--- src/rtl/nec_ir_pkg.sv ---
// ============================================================================
// Module   : nec_ir_pkg
// Brief    : Shared NEC IR protocol constants, FSM encoding and segment helpers
// Revision : 1.0 - initial release
// ============================================================================
`default_nettype none

package nec_ir_pkg;

    typedef enum logic [2:0] {
        IDLE       = 3'd0,
        LEAD_MARK  = 3'd1,
        LEAD_SPACE = 3'd2,
        REP_SPACE  = 3'd3,
        BIT_MARK   = 3'd4,
        BIT_SPACE  = 3'd5,
        STOP_MARK  = 3'd6,
        GAP        = 3'd7
    } nec_state_e;

    localparam logic [4:0] LEAD_MARK_TICKS  = 5'd16;
    localparam logic [4:0] LEAD_SPACE_TICKS = 5'd8;
    localparam logic [4:0] BIT_MARK_TICKS   = 5'd1;
    localparam logic [4:0] ZERO_SPACE_TICKS = 5'd1;
    localparam logic [4:0] ONE_SPACE_TICKS  = 5'd3;
    localparam logic [4:0] STOP_MARK_TICKS  = 5'd1;
    localparam logic [4:0] REP_SPACE_TICKS  = 5'd4;
    localparam logic [4:0] GAP_TICKS        = 5'd16;

    function automatic logic is_mark(input nec_state_e s);
        return (s == LEAD_MARK) || (s == BIT_MARK) || (s == STOP_MARK);
    endfunction

    // Length of the segment a state represents; bit_val selects the data space.
    function automatic logic [4:0] seg_ticks(input nec_state_e s, input logic bit_val);
        logic [4:0] t;
        t = 5'd1;
        case (s)
            LEAD_MARK:  t = LEAD_MARK_TICKS;
            LEAD_SPACE: t = LEAD_SPACE_TICKS;
            REP_SPACE:  t = REP_SPACE_TICKS;
            BIT_MARK:   t = BIT_MARK_TICKS;
            BIT_SPACE:  t = bit_val ? ONE_SPACE_TICKS : ZERO_SPACE_TICKS;
            STOP_MARK:  t = STOP_MARK_TICKS;
            GAP:        t = GAP_TICKS;
            default:    t = 5'd1;
        endcase
        return t;
    endfunction

endpackage

`default_nettype wire

--- src/rtl/nec_ir_tick_gen.sv ---
// ============================================================================
// Module   : nec_ir_tick_gen
// Brief    : Protocol tick prescaler; one-cycle tick every max(period,1) cycles
// Revision : 1.0 - initial release
// ============================================================================
`default_nettype none

module nec_ir_tick_gen #(
    parameter int WIDTH = 16
) (
    input  logic             clk,
    input  logic             rst,
    input  logic             clear,
    input  logic [WIDTH-1:0] period,
    output logic             tick
);

    localparam logic [WIDTH-1:0] ONE = {{(WIDTH-1){1'b0}}, 1'b1};

    logic [WIDTH-1:0] cnt_q;
    logic [WIDTH-1:0] cnt_d;
    logic [WIDTH-1:0] last_cnt;

    always_comb begin
        last_cnt = (period == '0) ? '0 : (period - ONE);
        tick     = !clear && (cnt_q == last_cnt);
        cnt_d    = cnt_q + ONE;
        if (clear || tick) begin
            cnt_d = '0;
        end
    end

    always_ff @(posedge clk) begin
        if (rst) begin
            cnt_q <= '0;
        end else begin
            cnt_q <= cnt_d;
        end
    end

endmodule

`default_nettype wire

--- src/rtl/nec_ir_transmitter.sv ---
// ============================================================================
// Module   : nec_ir_transmitter
// Brief    : NEC IR frame/repeat-code transmitter with optional carrier
// Revision : 1.0 - initial release
// ============================================================================
`default_nettype none

module nec_ir_transmitter
    import nec_ir_pkg::*;
#(
    parameter int PSC_WIDTH = 16,
    parameter int CAR_WIDTH = 12
) (
    input  logic                 wb_clk_i,
    input  logic                 wb_rst_i,
    input  logic [PSC_WIDTH-1:0] tick_period,
    input  logic                 carrier_en,
    input  logic [CAR_WIDTH-1:0] carrier_half,
    input  logic                 cmd_valid,
    input  logic                 cmd_repeat,
    input  logic [7:0]           cmd_addr,
    input  logic [7:0]           cmd_data,
    output logic                 cmd_ready,
    output logic                 busy,
    output logic                 done,
    output logic                 ir_out
);

    localparam logic [CAR_WIDTH-1:0] CAR_ONE = {{(CAR_WIDTH-1){1'b0}}, 1'b1};

    nec_state_e           state_q, state_d;
    logic [7:0]           addr_q, addr_d;
    logic [7:0]           data_q, data_d;
    logic                 rep_q, rep_d;
    logic [PSC_WIDTH-1:0] period_q, period_d;
    logic                 car_en_q, car_en_d;
    logic [CAR_WIDTH-1:0] car_half_q, car_half_d;
    logic [4:0]           tick_cnt_q, tick_cnt_d;
    logic [4:0]           bit_idx_q, bit_idx_d;
    logic [CAR_WIDTH-1:0] car_cnt_q, car_cnt_d;
    logic                 phase_q, phase_d;
    logic                 ir_out_q, ir_out_d;
    logic                 done_q, done_d;
    logic                 ready_q, ready_d;

    logic                 tick;
    logic                 accept;
    logic [31:0]          frame_word;
    logic                 cur_bit;
    logic [4:0]           seg_len;
    logic                 seg_end;
    logic                 mark_next;
    logic [CAR_WIDTH-1:0] car_last;

    // Holding the prescaler clear in IDLE aligns every segment to acceptance.
    nec_ir_tick_gen #(
        .WIDTH (PSC_WIDTH)
    ) u_tick_gen (
        .clk    (wb_clk_i),
        .rst    (wb_rst_i),
        .clear  (state_q == IDLE),
        .period (period_q),
        .tick   (tick)
    );

    assign accept     = cmd_valid && ready_q;
    assign frame_word = {~data_q, data_q, ~addr_q, addr_q};
    assign cur_bit    = frame_word[bit_idx_q];
    assign seg_len    = seg_ticks(state_q, cur_bit);
    assign seg_end    = tick && (tick_cnt_q == (seg_len - 5'd1));
    assign car_last   = (car_half_q == '0) ? '0 : (car_half_q - CAR_ONE);

    always_comb begin
        state_d    = state_q;
        addr_d     = addr_q;
        data_d     = data_q;
        rep_d      = rep_q;
        period_d   = period_q;
        car_en_d   = car_en_q;
        car_half_d = car_half_q;
        tick_cnt_d = tick_cnt_q;
        bit_idx_d  = bit_idx_q;
        car_cnt_d  = car_cnt_q;
        phase_d    = phase_q;
        done_d     = 1'b0;

        if (state_q == IDLE) begin
            if (accept) begin
                state_d    = LEAD_MARK;
                addr_d     = cmd_addr;
                data_d     = cmd_data;
                rep_d      = cmd_repeat;
                period_d   = tick_period;
                car_en_d   = carrier_en;
                car_half_d = carrier_half;
                tick_cnt_d = 5'd0;
                bit_idx_d  = 5'd0;
            end
        end else if (seg_end) begin
            tick_cnt_d = 5'd0;
            case (state_q)
                LEAD_MARK:  state_d = rep_q ? REP_SPACE : LEAD_SPACE;
                LEAD_SPACE: state_d = BIT_MARK;
                BIT_MARK:   state_d = BIT_SPACE;
                BIT_SPACE: begin
                    if (bit_idx_q != 5'd31) begin
                        state_d   = BIT_MARK;
                        bit_idx_d = bit_idx_q + 5'd1;
                    end else begin
                        state_d   = STOP_MARK;
                    end
                end
                REP_SPACE:  state_d = STOP_MARK;
                STOP_MARK:  state_d = GAP;
                GAP: begin
                    state_d = IDLE;
                    done_d  = 1'b1;
                end
                default:    state_d = IDLE;
            endcase
        end else if (tick) begin
            tick_cnt_d = tick_cnt_q + 5'd1;
        end

        // Carrier phase restarts high on every mark entry.
        mark_next = is_mark(state_d);
        if (mark_next && !is_mark(state_q)) begin
            car_cnt_d = '0;
            phase_d   = 1'b1;
        end else if (mark_next) begin
            if (car_cnt_q == car_last) begin
                car_cnt_d = '0;
                phase_d   = ~phase_q;
            end else begin
                car_cnt_d = car_cnt_q + CAR_ONE;
            end
        end

        ir_out_d = mark_next && (!car_en_d || phase_d);
        ready_d  = (state_d == IDLE);
    end

    always_ff @(posedge wb_clk_i) begin
        if (wb_rst_i) begin
            state_q    <= IDLE;
            addr_q     <= '0;
            data_q     <= '0;
            rep_q      <= 1'b0;
            period_q   <= '0;
            car_en_q   <= 1'b0;
            car_half_q <= '0;
            tick_cnt_q <= '0;
            bit_idx_q  <= '0;
            car_cnt_q  <= '0;
            phase_q    <= 1'b0;
            ir_out_q   <= 1'b0;
            done_q     <= 1'b0;
            ready_q    <= 1'b0;
        end else begin
            state_q    <= state_d;
            addr_q     <= addr_d;
            data_q     <= data_d;
            rep_q      <= rep_d;
            period_q   <= period_d;
            car_en_q   <= car_en_d;
            car_half_q <= car_half_d;
            tick_cnt_q <= tick_cnt_d;
            bit_idx_q  <= bit_idx_d;
            car_cnt_q  <= car_cnt_d;
            phase_q    <= phase_d;
            ir_out_q   <= ir_out_d;
            done_q     <= done_d;
            ready_q    <= ready_d;
        end
    end

    assign cmd_ready = ready_q;
    assign busy      = (state_q != IDLE);
    assign done      = done_q;
    assign ir_out    = ir_out_q;

endmodule

`default_nettype wire

--- config.mk ---
export PLATFORM = sky130hd
export DESIGN_NAME = nec_ir_transmitter
export DESIGN_NICKNAME = d
export VERILOG_FILES = /design/src/rtl/nec_ir_pkg.sv /design/src/rtl/nec_ir_tick_gen.sv /design/src/rtl/nec_ir_transmitter.sv
export SDC_FILE = /design/constraint.sdc
export NUM_CORES = 1
export LEC_CHECK = 0
export BUFFER_PORTS_ARGS = -buffer_cell sky130_fd_sc_hd__buf_4
export CAP_MARGIN = 40
export CORE_UTILIZATION = 45
export DETAILED_ROUTE_END_ITERATION = 10
export PLACE_DENSITY = 0.66
export REMOVE_ABC_BUFFERS = 1
export SLEW_MARGIN = 20
export SYNTH_ARGS = -nofsm -noshare
export SYNTH_HDL_FRONTEND = slang
export SYNTH_SLANG_ARGS = --single-unit
--- constraint.sdc ---
create_clock -name wb_clk_i -period 3.58 [get_ports wb_clk_i]
set_input_delay 0.358 -clock wb_clk_i [delete_from_list [all_inputs] [get_ports wb_clk_i]]
set_output_delay 0.358 -clock wb_clk_i [all_outputs]
set_load 0.02 [all_outputs]
### Yosys cells after proc, flatten, opt, wreduce, memory -nomap -nowiden

Cells that the tools add are included.

* add/subtract/negate cells: 7
* $lt $le $gt $ge: 1
* eq/ne operators: 15
* multiplexer cells: 27
* bitwise operators: 4
* reduce and logical (&&, ||, !) cells: 30

Operator list (count)
* 2-to-1 mux 5 bit: 8
* 2-to-1 mux 12 bit: 2
* case mux 5 bit (4 select lines): 1
* equality test 3 bit (second input constant): 6
* case mux 3 bit (6 select lines): 1
* adder 16 x 1 -> 16 bit (second input constant): 1
* equality test 16 bit: 1
* logical NOT 16 bit: 1
* 2-to-1 mux 16 bit: 1
* inverter 8 bit: 2
* subtractor 16 x 1 -> 16 bit (second input constant): 1
* adder 12 x 1 -> 12 bit (second input constant): 1
* equality test 12 bit: 1
* logical NOT 12 bit: 1
* subtractor 12 x 1 -> 12 bit (second input constant): 1
* adder 5 x 1 -> 5 bit (second input constant): 2
* 2-to-1 mux 3 bit: 3
* 2-to-1 mux 1 bit: 8
* equality test 3 x 1 -> 1 bit (second input constant): 2
* equality test 3 x 2 -> 1 bit (second input constant): 2
* logical NOT 3 bit: 2
* logical OR 1 bit: 6
* < comparator 5 x 6 -> 1 bit (second input constant): 1
* nonzero test 2 bit: 3
* other kinds (14): 26

* flip-flop bits (word level): 91
* input port bits: 49
* output and inout port bits: 4

### Longest topological paths before layout

Gate-level depths: netlist (run 1).

* depth in word-level cells: 17
* depth in mapped cells: 15

### By module

Synthesis (run 1) repeated with hierarchy kept, for this count alone.

* cell total of the unflattened synthesis: 738
* area total of the unflattened synthesis: 5611.6 µm²

Modules (own cells, without submodules)
* nec_ir_transmitter: instances 1, cells each 530, area each 4055.1 µm²
* nec_ir_tick_gen: instances 1, cells each 208, area each 1556.5 µm²

### Worst setup path before layout (run 1)

Ideal clock, no wire load.

* path kind: register to register
* start point: register period_q[0]
* end point: register car_cnt_q[10]
* arrival time: 3.539 ns
* required time: 3.510 ns
* slack: -0.028 ns
* stages on the path, launching flop included: 14
* path buffers: 1
* period minus slack after synthesis: 3.608 ns
* cell sequence: dfxtp_1 -> inv_1 -> ha_1 -> nor2b_1 -> and4_1 -> a2111oi_2 -> a221oi_1 -> a2111o_1 -> nor4_4 -> nand2_4 -> o2bb2ai_4 -> buf_6 -> or4b_1 -> a21oi_1

* word-level cells in the longest chain between the ends: 12

Ends and longest elaborated chain
* start: declaration: line nec_ir_transmitter.sv:35 `logic [PSC_WIDTH-1:0] period_q, period_d;`
* start signal: assignment: line nec_ir_transmitter.sv:164 `period_q <= period_d;`
* subtractor 16 x 1 -> 16 bit or logical NOT 16 bit (tied branches): line nec_ir_tick_gen.sv:25 `last_cnt = (period == '0) ? '0 : (period - ONE);`
* 2-to-1 mux 16 bit (*): line nec_ir_tick_gen.sv:25
* equality test 16 bit (*): line nec_ir_tick_gen.sv:26 `tick = !clear && (cnt_q == last_cnt);`
* logical AND 1 bit (*): line nec_ir_tick_gen.sv:26
* logical AND 1 bit (*): line nec_ir_transmitter.sv:70 `assign seg_end = tick && (tick_cnt_q == (seg_len - 5'd1));`
* 2-to-1 mux 3 bit (*): line nec_ir_transmitter.sv:99 `end else if (seg_end) begin`
* 2-to-1 mux 3 bit (*): line nec_ir_transmitter.sv:87 `if (state_q == IDLE) begin`
* equality test 3 x 1 -> 1 bit or equality test 3 bit (tied branches): line nec_ir_pkg.sv:31 `return (s == LEAD_MARK) || (s == BIT_MARK) || (s == STOP_MARK);`
* logical OR 1 bit: line nec_ir_pkg.sv:31
* logical OR 1 bit (*): line nec_ir_pkg.sv:31
* logical AND 1 bit: line nec_ir_transmitter.sv:127 `if (mark_next && !is_mark(state_q)) begin`
* OR reduction 2 bit (no line)
* end signal: assignment: line nec_ir_transmitter.sv:169 `car_cnt_q <= car_cnt_d;`
* end: declaration: line nec_ir_transmitter.sv:40 `logic [CAR_WIDTH-1:0] car_cnt_q, car_cnt_d;`

Every way passes the cells marked *; elsewhere a longest branch is shown, timed or not.
A chain may end at the register's enable or synchronous reset.

### Worst setup path after layout (run 1)

* start point: register period_q[0]
* end point: register car_cnt_q[6]

Same word-level chain as after synthesis.

==> results of run 1 <==
synthesized netlist by cell type (11+ instances only):
cell	number	share of area, %
a21oi_1	90	8.1
and3_1	11	1.2
clkbuf_1	30	2.0
dfxtp_1	91	33
inv_1	19	1.3
nand2_1	126	8.5
nand3_1	31	2.8
nor2_1	60	4.0
nor3_1	22	2.0
nor4_1	11	1.2
o21ai_0	25	2.2
or3_1	13	1.5
xnor2_1	25	3.9
xor2_1	14	2.2
state kept, by name (all words and copies together), names as in the netlist:
name and cells:
car_cnt_q 12, state_q 3, bit_idx_q 5, u_tick_gen.cnt_q 16, car_half_q 12, addr_q 8
rep_q 1, tick_cnt_q 5, data_q 8, ir_out 1, cmd_ready 1, car_en_q 1
done 1, phase_q 1, period_q 16
stage by stage:
step,instances,utilization [%],setup TNS [ps]
after floorplan,693,-,-10.9
after global placement,946,51.7,-3.68
after detailed placement,946,51.7,-2040
after CTS,966,55.0,0
after global routing,971,56.8,-351
final,971,56.8,0
worst max path at each step:
stage | startpoint | end | slack, ps | cells past startpoint
3_3_place_gp | period_q[0] | car_cnt_q[10] | -3 | 12
4_1_cts | period_q[3] | car_cnt_q[10] | 10 | 11
6_report | period_q[0] | car_cnt_q[6] | 50 | 14
3_5_place_dp | period_q[0] | car_cnt_q[10] | -170 | 12
2_1_floorplan | period_q[0] | car_cnt_q[9] | -2 | 12
5_1_grt | period_q[0] | car_cnt_q[1] | -50 | 14
worst register-to-register path, cell delays in order (launching register included):
cell	delay, ps
dfxtp_2	330
inv_2	80
ha_4	170
nor2b_4	160
and4_4	250
buf_4	130
mux2i_2	210
xnor2_1	120
a2111o_1	400
nor4_4	500
a21bo_2	250
a21oi_4	60
buf_12	170
or4_4	480
a21oi_2	140
timing repair:
action / 4_1_cts / 5_1_grt
buffers inserted: 3 / 4
pin swaps: 5 / 21
gates resized for setup: 12 / 35
setup endpoints to repair: 18 / 37
gates cloned: 1 / 1
cells in the final DEF, fill, tap and decap left out, types with 8 or more instances in the layout:
cell and count:
buf_4 91, and3_1 10, nand2_1 126, nor3_1 20
mux2i_1 9, clkbuf_16 10, dfxtp_1 86, o31ai_1 8
o21ai_0 25, a21oi_1 84, nand3_1 29, or3_1 12
inv_1 17, nor4_1 10, xnor2_1 24, xor2_1 14
nor2_1 59, nor2b_1 8
area by class of cell:
class / instances / share of cell area [%]
clock inverter: 5 / 0.877
inverter: 19 / 1.04
clock buffer: 11 / 3.55
sequential: 91 / 26.7
timing repair buffer: 93 / 10.6
multi-input combinational: 584 / 54.1
tap: 168 / 3.07
kinds of logic after synthesis:
| logic type | Yosys count | share of synthesized area, % |
|---|---|---|
| AND/OR/NAND/NOR | 346 | 31.8 |
| AO/OA/AOI/OAI | 178 | 20.1 |
| flip-flops | 91 | 32.7 |
| buffers and inverters | 64 | 4.89 |
| XOR/XNOR | 39 | 6.13 |
| multiplexers | 13 | 2.81 |
| adder cells (fa/ha/maj) | 7 | 1.57 |
power by group:
part	leakage, nW	switching [mW]	internal, mW
combinational	1.60	0.409	0.334
clock	0.147	0.417	0.564
sequential	0.740	0.0393	1.05
metal layers:
| metal | GRT usage, % | share of wire [%] | vias up |
|---|---|---|---|
| met3 | 4.45 | 4.1 | 22 |
| met4 | 8.33 | 1.5 | 0 |
| met2 | 39.3 | 48 | 137 |
| met5 | 0 | 0 | - |
| li1 | - | - | 2759 |
| met1 | 31.0 | 47 | 2600 |
==> impl_metrics.tcl, run 1 <==
set metrics [dict create \
    cp.buffers_inverters 3 \
    core-area_mm2 0.0121 \
    worst_ep_arrival_time_ps 3810 \
    yosys.cell_types.count 71 \
    crit_family "simple AND/OR/NAND/NOR gates" \
    slew_headroom_pct 54.6 \
    slew_violations 0 \
    drive_above_1_share_pct 21.2 \
    track_usage_pct 23.8 \
    wl_um 15000 \
    die_area_mm2 0.0128 \
    start_util_pct 46.2 \
    worstMarginPinSlew_ps 680 \
    yosys_most_used_dff "dfxtp_1" \
    drc_errors 0 \
    p_leak_nw 2.49 \
    multi_input_area_mm2 0.00370 \
    cts_root_buf "clkbuf_16" \
    design_area_mm2 0.00685 \
    power_mw 2.81 \
    syn2layout_area_growth_pct 22.8 \
    required_ps 3870 \
    die_width_um 113 \
    r2r_slack_ps 50 \
    hold_path_class "in2reg" \
    cts_tree "yes" \
    yosysWarningCount 0 \
    max_freq_mhz 284 \
    status "completed" \
    clockBufferDepth 2 \
    vias_per_cell 5.68 \
    hold_viol 0 \
    finalCritPeriodShare_pct 98.5 \
    worstHoldEndpoint "period_q[12]" \
    async_flop_share_pct 0 \
    endpoint_kind "flip-flop" \
    startpoint_type "flip-flop" \
    synth_edf_count 0 \
    dp_hpwl_um 10200 \
    holdCritStartpoint "tick_period[12]" \
    syn_area_mm2 0.00557 \
    fin_nets 854 \
    wl_per_cell_um 15.4 \
    h-tree-depth 3 \
    worst-r2r-cell-count 14 \
    routed-via-count 5518 \
    grt_pass1_wl_um 24600 \
    whs_path_depth 3 \
    core.rowCount 40 \
    ioPinCount 53 \
    fin_worst_skew_ps 6.07 \
    cap_violations 0 \
    clkTransAtPathRegs_ps 70 \
    place_area_mm2 0.00624 \
    final-seq-area_mm2 0.00183 \
    io_buffers 52 \
    p_per_area_mw_per_mm2 410 \
    syn_avg_cell_area_um2 7.55 \
    setup_slack_ps 53.7 \
    antenna_found_initial 0 \
    setup_violations 0 \
    fillCellCount 1155 \
    grt_max_degree 66 \
    critPathKind "reg2reg" \
    pre_cts_ws_ps -171 \
    dr.pass1.iters 5 \
    drtIter0Drc 299 \
    grt_pass1_vias 5127 \
    timing.hold.ws_ps 245 \
    rsz0062_at_grt "yes" \
    clk-insertion-delay-late_ps 350 \
    num_antenna_cells 0 \
    synthCells 738 \
    seq_area_frac_synth_pct 32.7 \
    worst_path_max_delay_cell "nor4_4" \
    ir_drop_mv 0.314 \
    reg2reg_to "car_cnt_q[6]" \
    globalplace.congestion 0.889 \
    cts.sinks 91 \
    crit_fanout 13 \
    worst_path_largest_cell_delay_ps 500 \
    crit-reg2reg-launch "period_q[0]" \
    grt_overflow 0 \
    antenna_left 0 \
    crit_chain "inv_2 > ha_4 > nor2b_4 > and4_4 > buf_4 > mux2i_2 > xnor2_1 > a2111o_1 > nor4_4 > a21bo_2 > a21oi_4 > buf_12 > or4_4 > a21oi_2" \
    numCtsBuffers 9 \
    cts_hold_buf 0 \
    ys_ff_latch 91 \
    fp.dieH_um 113 \
    finalCriticalPeriod_ps 3530 \
]
Note: power is estimated with default switching activity, not from simulation.
==> inputs of run 2 (changes only) <==
Settings changed: MAX_ROUTING_LAYER set to met4, TNS_END_PERCENT set to 10.
==> run 2 against run 1 <==
  * Cell area is 1.1% lower
  * Utilization is 0.64 points lower
  * Largest power group unchanged
  * Largest cell class unchanged
  * Clock power is 9% higher
  * Critical path type unchanged
  * Setup slack worse by 49 ps
==> impl_metrics.tcl, run 2 (synthesis results as in run 1) <==
set metrics [dict create \
    worst_ep_arrival_time_ps 3870 \
    fin_nets 851 \
    clk-insertion-delay-late_ps 360 \
    crit_fanout 26 \
    critPathKind "reg2reg" \
    wl_um 14500 \
    tns_ps 0 \
    p_comb_share_pct 25.0 \
    fin_worst_skew_ps 9.91 \
    cts.sinks 91 \
    globalplace.congestion 0.881 \
    endpoint_kind "flip-flop" \
    final-seq-area_mm2 0.00183 \
    core-area_mm2 0.0121 \
    drc_errors 0 \
    cap_violations 0 \
    fp.dieH_um 113 \
    num_antenna_cells 0 \
    slew_violations 0 \
    final_cell_mix "nand2_1 (125), dfxtp_1 (89), buf_4 (87)" \
    required_ps 3870 \
    die_width_um 113 \
    io_buffers 52 \
    drive_above_1_share_pct 19.4 \
    track_usage_pct 23.7 \
    grt_pass1_wl_um 23700 \
    ir_drop_mv 0.320 \
    p_seq_share_pct 37.7 \
    max_freq_mhz 280 \
    whs_path_depth 3 \
    grt_overflow 0 \
    cts_hold_buf 0 \
    dp_hpwl_um 10300 \
    p_sw_uw 866 \
    switching_share_pct 30.1 \
    status "completed" \
    worstHoldEndpoint "car_half_q[9]" \
    rsz0062_at_grt "yes" \
    setup_violations 0 \
    wl_per_cell_um 15.0 \
    p_leak_nw 2.45 \
    grt_max_degree 66 \
    clkTransAtPathRegs_ps 70 \
    timing.hold.ws_ps 246 \
    p_per_area_mw_per_mm2 424 \
    clockBufferDepth 2 \
    cts_root_buf "clkbuf_16" \
    numCtsBuffers 9 \
    cts_tree "yes" \
    reg.largest.list "period_q: 16 flops, u_tick_gen.cnt_q: 16 flops" \
    r2r_slack_ps 4 \
    hold_viol 0 \
    die_area_mm2 0.0128 \
    clockPowerShare_pct 37.3 \
    hold_path_class "in2reg" \
    holdCritStartpoint "carrier_half[9]" \
    crit-reg2reg-launch "period_q[0]" \
    final_common_cell "nand2_1" \
    slew_headroom_pct 55.0 \
    antenna_found_initial 0 \
    drtIter0Drc 373 \
    dr.pass1.iters 5 \
    worst-r2r-cell-count 13 \
    finalCritPeriodShare_pct 99.9 \
    fillCellCount 1170 \
    reg2reg_to "car_cnt_q[11]" \
    core.rowCount 40 \
    startpoint_type "flip-flop" \
    antenna_left 0 \
    grt_pass1_vias 5033 \
    routed-via-count 5496 \
    h-tree-depth 3 \
    p_int_mw 2.01 \
    vias_per_cell 5.68 \
    syn2layout_area_growth_pct 21.4 \
    multi_input_area_mm2 0.00363 \
    ioPinCount 53 \
    finalCriticalPeriod_ps 3580 \
    worstMarginPinSlew_ps 674 \
    start_util_pct 46.2 \
]
==> run 2: worst max-delay path by stage <==
stage,from,end,depth (start not counted)
after floorplan,period_q[0],car_cnt_q[9],12
after global placement,period_q[3],car_cnt_q[1],12
after detailed placement,period_q[3],car_cnt_q[11],11
after CTS,period_q[0],car_cnt_q[11],14
after global routing,period_q[0],car_cnt_q[10],13
final,period_q[0],car_cnt_q[11],13
==> run 2: timing repair <==
action,in CTS,in global routing
gates cloned,0,1
endpoints found under the setup margin,18,24
buffers inserted,1,2
pin swaps,2,22
resized for setup,2,33
==> run 2: power by group through the flow <==
| stage | logic (mW) | registers (mW) | clock network, mW |
|---|---|---|---|
| 3_5_place_dp | 0.667 | 1.11 | 0 |
| 5_1_grt | 0.788 | 1.09 | 1.13 |
| 2_1_floorplan | 0.424 | 1.10 | 0 |
| 6_report | 0.717 | 1.08 | 1.07 |
| 3_3_place_gp | 0.658 | 1.10 | 0 |
| 4_1_cts | 0.674 | 1.08 | 1.09 |
==> run 2: per-stage QoR <==
step | cell area [um^2] | setup slack, ps | total power, mW | utilization (%) | std cells
CTS | 6620 | 20.2 | 2.85 | 54.9 | 966
global route | 6770 | -135 | 3.01 | 56.1 | 968
global placement | 6270 | -4.54 | 1.76 | 52.0 | 949
detailed placement | 6270 | -54.4 | 1.77 | 52.0 | 949
finish | 6770 | 4.34 | 2.87 | 56.1 | 968
floorplan | 5370 | -1.59 | 1.53 | - | 693
==> run 2: worst max-delay path, cell delays in order (launching register included) <==
cell and delay [ps]:
dfxtp_1 340, inv_1 80, ha_1 210, nor2b_2 170
and4_4 200, a2111oi_4 380, a221oi_2 130, a2111o_1 460
nor4_4 490, a21bo_2 230, a21oi_2 40, buf_12 170
or4b_1 470, a21oi_1 150
==> run 2: area by class of cell <==
class / instances / area share, %
clock buffers: 10 / 3.53
clock inverters: 6 / 1.39
inverters: 19 / 1.05
multi-input cells: 584 / 53.7
flip-flops and latches: 91 / 27.0
well taps: 168 / 3.11
repair buffers: 90 / 10.3
==> run 2: routing by layer <==
layer	wire length, um	vias to the layer above	global-route usage (%)	share of wire [%]
met2	6980	130	38.8	48
met5	0	-	-	0
met4	282	0	9.74	1.9
li1	-	2758	-	-
met3	548	21	3.75	3.8
met1	6730	2587	29.0	46
==> inputs of run 3 (changes only) <==
Settings changed: GPL_TIMING_DRIVEN set to 0.
==> run 3 against run 2 <==
  * Clock power down 10%
  * Sequential power hardly changed
  * Via count is 0.98% higher
  * Clock skew is 0.70 ps higher
  * Final cell count decreased by 1.2%
  * Sequential share of layout area up 0.10 points
  * Maximum frequency grew 2.6%
  * Flip-flop and latch count unchanged
  * First-iteration DRC count down 5.1%
  * Hold slack worse by 2.4 ps
==> impl_metrics.tcl, run 3 (synthesis results as in run 1) <==
set metrics [dict create \
    status "completed" \
    setup_violations 0 \
    cp.buffers_inverters 3 \
    routed-via-count 5550 \
    worst_ep_arrival_time_ps 3760 \
    start_util_pct 46.2 \
    worst-r2r-cell-count 14 \
    wl_um 14400 \
    whs_path_depth 3 \
    drtIter0Drc 354 \
    grt_overflow 0 \
    drive_above_1_share_pct 18.4 \
    final_common_cell "nand2_1" \
    track_usage_pct 23.4 \
    core.rowCount 40 \
    hold_path_class "in2reg" \
    final_cells 956 \
    drc_errors 0 \
    design_area_mm2 0.00677 \
    crit_fanout 10 \
    cp.depth 14 \
    crit_family "compound AO/OA/AOI/OAI gates" \
    tns_ps 0 \
    p_leak_nw 2.42 \
    clk-insertion-delay-late_ps 350 \
    finalCriticalPeriod_ps 3480 \
    die_width_um 113 \
    fillCellCount 1124 \
    place_area_mm2 0.00605 \
    grt_pass1_vias 5121 \
    fin_util_pct 56.1 \
    worst_path_max_delay_cell "or4b_1" \
    cpMostUsedCell "buf_6" \
    syn2layout_area_growth_pct 21.5 \
    fin_worst_skew_ps 10.6 \
    io_buffers 52 \
    antenna_left 0 \
    core-area_mm2 0.0121 \
    globalplace.congestion 0.934 \
    grt_max_degree 66 \
    holdCritStartpoint "tick_period[6]" \
    fp.dieH_um 113 \
    startpoint_type "flip-flop" \
    critPathKind "reg2reg" \
    required_ps 3860 \
    cts_root_buf "clkbuf_16" \
    cts.sinks 91 \
    finalCritPeriodShare_pct 97.3 \
    worst_path_largest_cell_delay_ps 490 \
    cap_violations 0 \
    reg2reg_to "car_cnt_q[8]" \
    final_cell_mix "nand2_1 (125), a21oi_1 (87), dfxtp_1 (85)" \
    crit_chain "inv_1 > ha_4 > nor2b_4 > and4_4 > a2111oi_4 > a221oi_2 > a2111o_1 > nor4_4 > buf_6 > a21bo_2 > a21oi_4 > buf_6 > or4b_1 > a21oi_2" \
    num_antenna_cells 0 \
    wl_per_cell_um 15.1 \
    die_area_mm2 0.0128 \
    ioPinCount 53 \
    endpoint_kind "flip-flop" \
    dp_hpwl_um 9770 \
    cts_hold_buf 0 \
    crit-reg2reg-launch "period_q[0]" \
    worstHoldEndpoint "period_q[6]" \
    h-tree-depth 3 \
    numCtsBuffers 9 \
    r2r_slack_ps 100 \
    grt_pass1_wl_um 23600 \
    clockBufferDepth 2 \
    worstMarginPinSlew_ps 672 \
    cts_tree "yes" \
    ir_drop_mv 0.295 \
    dp_cells 918 \
    slew_headroom_pct 55.2 \
    slew_violations 0 \
    vias_per_cell 5.81 \
    fin_nets 840 \
    dr.pass1.iters 5 \
    p_per_area_mw_per_mm2 408 \
    clkTransAtPathRegs_ps 60 \
    max_freq_mhz 287 \
    hold_viol 0 \
    timing.hold.ws_ps 243 \
    reg.largest.list "period_q: 16 flops, u_tick_gen.cnt_q: 16 flops" \
    antenna_found_initial 0 \
]
[run 3: cell count changes in the layout (fill, tap and decap cells not counted), sizes merged]
cell and change:
buf -13, bufinv -1, clkbuf +1, clkinv +1
clkinvlp +1, inv -3, o2bb2ai +1, or3 +1
[run 3: area by class of cell]
class                           instances  area, um^2  area share (%)
Clock buffer                           11         243            3.59
Clock inverter                          4        51.3           0.758
Inverter                               19        71.3            1.05
Multi-Input combinational cell        586        3740            55.3
Sequential cell                        91        1830            27.1
Tap cell                              168         210            3.10
Timing Repair Buffer                   77         618            9.13
[run 3: worst max path at each step]
stage	start	endpoint	slack, ps
floorplan	period_q[0]	car_cnt_q[9]	-2
global placement	period_q[13]	car_cnt_q[1]	-810
CTS	period_q[6]	car_cnt_q[3]	10
finish	period_q[0]	car_cnt_q[8]	100
detailed placement	period_q[13]	car_cnt_q[7]	-710
global route	period_q[8]	car_cnt_q[8]	-30
[run 3: metrics by stage]
step / setup WS [ps] / total power, mW
finish: 96.3 / 2.76
global route: -29.4 / 2.90
CTS: 11.6 / 2.71
detailed placement: -714 / 1.71
global placement: -814 / 1.68
floorplan: -1.59 / 1.53
[run 3: per-layer routing]
| layer | vias up | GRT usage, % | routed length [um] |
|---|---|---|---|
| met5 | - | - | 0 |
| met4 | 0 | 10.7 | 364 |
| met3 | 32 | 4.77 | 718 |
| met2 | 170 | 38.2 | 7020 |
| met1 | 2602 | 27.9 | 6340 |
| li1 | 2746 | - | - |
[run 3: timing repair]
item                       4_1_cts  5_1_grt
gates resized for setup         19       31
setup buffers                    3       16
setup endpoints to repair       43       22
cloned                           1        3
pin swaps                        3        8
[run 3: report_power, final]
group	total (mW)	leakage (nW)	switching [mW]	internal, mW
registers	1.10	0.741	0.0527	1.05
clock network	0.959	0.142	0.403	0.557
logic	0.707	1.54	0.393	0.314
total	2.76	2.42	0.848	1.92
[run 3: tightest hold or removal path: stages]
cell	delay, ps
buf_4	110
nand2_1	40
a21oi_1	50
